<file path="src/rtl/alu_pkg.sv">
// rtl/alu_pkg.sv - ALU op encodings, flag bit indices and queued command layout
package alu_pkg;

    typedef enum logic [2:0] {
        OP_NOTA = 3'b000,
        OP_NOTB = 3'b001,
        OP_AND  = 3'b010,
        OP_OR   = 3'b011,
        OP_XOR  = 3'b100,
        OP_XNOR = 3'b101,
        OP_ADD  = 3'b110,
        OP_SUB  = 3'b111
    } alu_op_e;

    // Flag vector is {c,n,z,v}
    localparam int FLAG_C = 3;
    localparam int FLAG_N = 2;
    localparam int FLAG_Z = 1;
    localparam int FLAG_V = 0;

    localparam int CMD_W = 68;

    typedef struct packed {
        logic        use_acc;
        logic [2:0]  op;
        logic [31:0] a;
        logic [31:0] b;
    } alu_cmd_t;

endpackage

</file>
<file path="src/rtl/alu_cmd_fifo.sv">
// rtl/alu_cmd_fifo.sv - DEPTH-entry synchronous command FIFO with empty flag and occupancy count
module alu_cmd_fifo
    import alu_pkg::*;
#(
    parameter int DEPTH = 4,
    parameter int AW    = 2
) (
    input  logic          clk,
    input  logic          reset_n,
    input  logic          push,
    input  alu_cmd_t      push_data,
    input  logic          pop,
    output alu_cmd_t      head,
    output logic          empty,
    output logic [AW:0]   count
);

    localparam logic [AW:0] FULL_CNT = (AW + 1)'(DEPTH);

    alu_cmd_t    mem_q [DEPTH];
    logic [AW-1:0] wr_ptr_q, rd_ptr_q;
    logic [AW:0]   count_q, count_d;
    logic          push_en, pop_en;

    assign empty   = (count_q == '0);
    assign push_en = push && (count_q != FULL_CNT);
    assign pop_en  = pop && !empty;
    assign head    = mem_q[rd_ptr_q];
    assign count   = count_q;

    always_comb begin
        count_d = count_q;
        case ({push_en, pop_en})
            2'b10:   count_d = count_q + 1'b1;
            2'b01:   count_d = count_q - 1'b1;
            default: count_d = count_q;
        endcase
    end

    // Storage carries no reset; readers gate the head with empty
    always_ff @(posedge clk) begin
        if (push_en) begin
            mem_q[wr_ptr_q] <= push_data;
        end
    end

    always_ff @(posedge clk or negedge reset_n) begin
        if (!reset_n) begin
            wr_ptr_q <= '0;
            rd_ptr_q <= '0;
            count_q  <= '0;
        end else begin
            if (push_en) wr_ptr_q <= wr_ptr_q + 1'b1;
            if (pop_en)  rd_ptr_q <= rd_ptr_q + 1'b1;
            count_q <= count_d;
        end
    end

endmodule

</file>
<file path="src/rtl/alu32_issue_stage.sv">
// rtl/alu32_issue_stage.sv - queues ALU commands, issues one per cycle, registers result/flags/accumulator
// Optional ALU_STICKY_OVF_EN adds a sticky overflow bit with sticky_v/sticky_clr ports.
module alu32_issue_stage
    import alu_pkg::*;
#(
    parameter int DEPTH = 4,
    parameter int AW    = 2
) (
    input  logic        clk,
    input  logic        reset_n,
    input  logic        cmd_valid,
    output logic        cmd_ready,
    input  logic [2:0]  cmd_op,
    input  logic [31:0] cmd_a,
    input  logic [31:0] cmd_b,
    input  logic        cmd_use_acc,
    output logic [31:0] alu_a,
    output logic [31:0] alu_b,
    output logic [2:0]  alu_op,
    input  logic [31:0] alu_result,
    input  logic        alu_c,
    input  logic        alu_n,
    input  logic        alu_z,
    input  logic        alu_v,
    output logic        out_valid,
    input  logic        out_ready,
    output logic [31:0] out_result,
    output logic [3:0]  out_flags,
    output logic [31:0] acc
`ifdef ALU_STICKY_OVF_EN
    ,
    output logic        sticky_v,
    input  logic        sticky_clr
`endif
);

    localparam logic [AW:0] FULL_CNT = (AW + 1)'(DEPTH);

    alu_cmd_t    push_cmd, head;
    logic        fifo_empty;
    logic [AW:0] fifo_count;
    logic        issue;

    logic        out_valid_q;
    logic [31:0] out_result_q;
    logic [3:0]  out_flags_q;
    logic [31:0] acc_q;

    assign push_cmd  = {cmd_use_acc, cmd_op, cmd_a, cmd_b};
    // Depends only on occupancy, so out_ready never reaches cmd_ready combinationally
    assign cmd_ready = (fifo_count != FULL_CNT);
    assign issue     = !fifo_empty && (!out_valid_q || out_ready);

    alu_cmd_fifo #(.DEPTH(DEPTH), .AW(AW)) u_fifo (
        .clk       (clk),
        .reset_n   (reset_n),
        .push      (cmd_valid && cmd_ready),
        .push_data (push_cmd),
        .pop       (issue),
        .head      (head),
        .empty     (fifo_empty),
        .count     (fifo_count)
    );

    always_comb begin
        alu_a  = '0;
        alu_b  = '0;
        alu_op = '0;
        if (!fifo_empty) begin
            alu_a  = head.use_acc ? acc_q : head.a;
            alu_b  = head.b;
            alu_op = head.op;
        end
    end

    always_ff @(posedge clk or negedge reset_n) begin
        if (!reset_n) begin
            out_valid_q  <= 1'b0;
            out_result_q <= '0;
            out_flags_q  <= '0;
            acc_q        <= '0;
        end else if (issue) begin
            out_valid_q  <= 1'b1;
            out_result_q <= alu_result;
            out_flags_q  <= {alu_c, alu_n, alu_z, alu_v};
            acc_q        <= alu_result;
        end else if (out_ready) begin
            out_valid_q  <= 1'b0;
        end
    end

    assign out_valid  = out_valid_q;
    assign out_result = out_result_q;
    assign out_flags  = out_flags_q;
    assign acc        = acc_q;

`ifdef ALU_STICKY_OVF_EN
    logic sticky_v_q;

    // An overflow issuing in the same cycle as a clear keeps the bit set
    always_ff @(posedge clk or negedge reset_n) begin
        if (!reset_n) begin
            sticky_v_q <= 1'b0;
        end else if (issue && alu_v) begin
            sticky_v_q <= 1'b1;
        end else if (sticky_clr) begin
            sticky_v_q <= 1'b0;
        end
    end

    assign sticky_v = sticky_v_q;
`endif

endmodule

</file>
<file path="config.mk">
export PLATFORM = sky130hd
export DESIGN_NAME = alu32_issue_stage
export DESIGN_NICKNAME = d
export VERILOG_FILES = /design/src/rtl/alu_pkg.sv /design/src/rtl/alu_cmd_fifo.sv /design/src/rtl/alu32_issue_stage.sv
export SDC_FILE = /design/constraint.sdc
export NUM_CORES = 1
export LEC_CHECK = 0
export CAP_MARGIN = 20
export CORE_UTILIZATION = 52
export CTS_CLUSTER_DIAMETER = 150
export CTS_CLUSTER_SIZE = 20
export DETAILED_ROUTE_END_ITERATION = 10
export GPL_ROUTABILITY_DRIVEN = 0
export PLACE_DENSITY = 0.83
export REMOVE_ABC_BUFFERS = 1
export SYNTH_ARGS = -nofsm -noshare
export SYNTH_HDL_FRONTEND = slang
export SYNTH_HIERARCHICAL = 1
export SYNTH_SLANG_ARGS = --single-unit
</file>
<file path="constraint.sdc">
create_clock -name clk -period 3.3 [get_ports clk]
set_clock_uncertainty 0.05 [all_clocks]
set_input_delay 0.66 -clock clk [delete_from_list [all_inputs] [get_ports clk]]
set_output_delay 0.66 -clock clk [all_outputs]
set_load 0.01 [all_outputs]
</file>
==> metrics.md <==
| Metric | Value |
|---|---|
| Crit share post-route | `between 90 and 100%` |
| Worst-path maximum fanout | `12` |
| Max incr delay on CP | `590 ps` |
| Placed cells | `1134` |
| Worst min path class | `in -> async` |
| Final worst setup slack | `43.70 ps` |
| Die footprint | `25010 um^2` |
| Post-synthesis instance total | `619` |
| Maxcap violations | `0` |
| Critical Path End Type | `output port` |
| Fill cells | `approximately 1.6k` |
| Worst setup SP type | `flop` |
| 1st-iter DRT viols | `approximately 420` |
| CTS tree | `yes` |
| Logic pwr share | `between 40% and 50%` |
| Outcome | `complete, no violations` |
| Slew @ Worst Pin | `~890 ps` |
| Slowest library cell on the worst path | `clkdlybuf4s50_1` |
| CTS sink count | `316` |
| Maximum VDD drop | `0.6661 mV` |
| Routed met1 length | `between 10000 and 15000 um` |
| Setup_tns | `0 ps` |
| WL/cell | `approximately 21 um` |
| CP arrival | `roughly 2600 ps` |
| Uppermost layer routed | `met5` |
| Crit path cell chain | `buf_4 -> buf_16 -> mux4_2 -> nor2b_1 -> clkdlybuf4s50_1` |
| Net Switching | `4552 uW` |
| Num rows | `56` |
| Finish-stage setup viols | `0` |
| Detail Route Antenna Nets | `0` |
| Sequential share of the synthesized area | `73.11%` |
| Warnings from Yosys | `6` |
| Final min period | `3256 ps` |
| Drc violations | `0` |
| Setup WS pre-CTS | `326.8 ps` |
| Final HPWL DP | `15160 um` |
| Flop pwr share | `approximately two fifths` |
| Int Pwr | `10140 uW` |
| Switch share | `30.99%` |
| CTS Buf Count | `19` |
| Mean Syn Cell Area | `20.48 um^2` |
| Worst skew pair latency | `510 ps` |
| FMAX | `307.1 MHz` |
| Gr ovfl total | `0` |
| NumNets Final | `just under 1k` |
| Fin. Hold Viols | `0` |
| Final Max Tran Viols | `0` |
| Cts hold-fix bufs | `0` |
| Final core utilization | `67.79%` |
| Vias in the first global route | `6500` |
| Mapped Area | `12680 um^2` |
| Via Count | `between 6k and 7k` |
| Largest net degree at the start of global routing | `69` |
| I/O pins | `approximately 250` |
| Final hold slack | `225.1 ps` |
| Max clock buf depth | `3` |
| Global Route Usage Sum | `19.45%` |
| Buffers on Ports | `approximately 240` |
| Routed wl met3 | `1562 um` |
| Core Area | `23680 um^2` |
| Floorplan die height | `158.1 um` |
| Layout cells sized above 1 | `18.15%` |
| Area growth from synthesis to layout | `26.64%` |
| First-pass GRT wire length | `36250 um` |
| Diodes inserted | `0` |
| Worst-path clk slew | `around 80 ps` |
| Root Driver | `clkbuf_16` |
| Pwr Density | `915.1 nW/um^2` |
| Die X | `about 160 um` |
| RSZ-0062 raised after global routing | `false` |
| Via density | `around 5.3` |
| Leak | `0.005695 uW` |
| Post-synthesis cell type count | `26` |
| Rel. slew slack | `40.97%` |
| Worst Setup Path Type | `reg -> out` |
| Initial Utilization | `53.53%` |
| Synth Register Bits | `316` |
| CP Data Required Time | `2590 ps` |
| Met2 wire length | `around 13000 um` |
| DRT Pass-1 Iters | `4` |
| Clock share of power | `15.9%` |
| H-tree Lvls | `1` |
| Routed WL | `24800 um` |
| Initial antenna violation count | `1` |
| Layout Cells excl Fill | `1184` |
==> power by group through the flow <==
stage | Clock (uW) | Sequential [uW] | Combinational [uW]
after floorplan | 0 | 6200 | 3000
after global placement | 0 | 5740 | 6480
after detailed placement | 0 | 5800 | 6570
after CTS | 2400 | 5730 | 6550
after global routing | 2550 | 5800 | 7100
final | 2340 | 5710 | 6640
==> kinds of logic (layout without fill, tap and decap cells) <==
logic type,Yosys count,after routing,share of synthesized area [%]
xor+xnor,6,6,0.4146
buf+inv,72,318,4.372
simple gates,77,77,3.079
compound gates,4,4,0.4046
fa+ha+maj,6,6,0.6513
mux,138,138,17.97
flops,316,316,73.11
==> placed cells by master, fill, tap and decap left out, types with 2 or more instances in the layout <==
cell / instances
dfrtp_1: 42
dlygate4sd2_1: 24
mux4_2: 68
and2_4: 4
buf_16: 2
xor2_1: 3
inv_1: 9
edfxtp_1: 272
dfrtp_4: 2
dlymetal6s2s_1: 11
mux2_2: 27
clkbuf_16: 22
ha_1: 5
xnor2_1: 3
nor2b_1: 35
buf_4: 13
nor2_1: 34
buf_12: 14
clkdlybuf4s50_1: 208
mux2i_1: 33
nand2_1: 2
mux2_1: 10
clkbuf_1: 13
==> registers in the layout, indices dropped and copies added (netlist names) <==
name             flops
out_result          32
out_flags            4
u_fifo/wr_ptr_q      2
u_fifo/rd_ptr_q      2
out_valid            1
u_fifo/count         3
u_fifo/mem_q       272
==> metal layers <==
layer | vias to the layer above | global-route usage [%]
met5 | - | 0
met3 | 31 | 3.121
li1 | 2844 | -
met1 | 3215 | 25.44
met2 | 207 | 34.42
met4 | 2 | 4.075
==> synth_stat cells, drive strengths merged <==
cell type	n	area share, %
a21oi	1	0.13
a31oi	1	0.17
and2	5	0.25
buf	58	4.0
clkbuf	5	0.15
dfrtp	44	8.7
edfxtp	272	64
fa	1	0.16
ha	5	0.49
inv	9	0.27
mux2	37	3.3
mux2i	33	2.6
mux4	68	12
nand2	2	0.059
nor2	34	1.0
nor2b	35	1.7
nor3	1	0.039
o21ai	1	0.039
o31a	1	0.069
xnor2	3	0.21
xor2	3	0.21
==> path summary, 6_finish.rpt <==
path	startpoint	endpoint	cells past startpoint	slack, ps
worst min-delay path	reset_n	u_fifo/rd_ptr_q[1]	1	230
max in group asynchronous	reset_n	out_result[3]	2	2290
worst max register to register	u_fifo/count[2]	u_fifo/count[2]	10	950
worst min register to register	out_flags[3]	out_flags[3]	1	460
worst max-delay path	u_fifo/rd_ptr_q[0]	alu_b[22]	5	40
min in group clk	out_flags[3]	out_flags[3]	1	460
==> what timing repair did <==
item | 4_1_cts | 5_1_grt
hold endpoints to repair | 0 | 0
cloned | 2 | 2
pin swaps | 0 | 0
setup buffers | 3 | 10
setup endpoints to repair | 67 | 33
resized for setup | 27 | 11
==> critical path: cells and delay by family, from the launching register on <==
family                 cells  cell delay [ps]
and+or+nand+nor            1              260
DFF                        1              540
buffers and inverters      3              910
muxes                      1              320
==> per-stage QoR <==
step / power (uW) / area (um^2)
floorplan: 9204 / 12160
global placement: 12210 / 15270
detailed placement: 12370 / 15270
CTS: 14690 / 15890
global route: 15450 / 16060
finish: 14690 / 16060
==> area by class of cell <==
type | count | area [um^2] | share of cell area (%)
well taps | 319 | 399.1 | 2.486
multi-input cells | 231 | 2870 | 17.88
clock inverters | 1 | 8.758 | 0.05455
clock buffers | 33 | 549.3 | 3.421
flip-flops and latches | 316 | 9276 | 57.78
inverters | 9 | 33.78 | 0.2104
repair buffers | 275 | 2918 | 18.17
(Power assumes the default switching activity.)
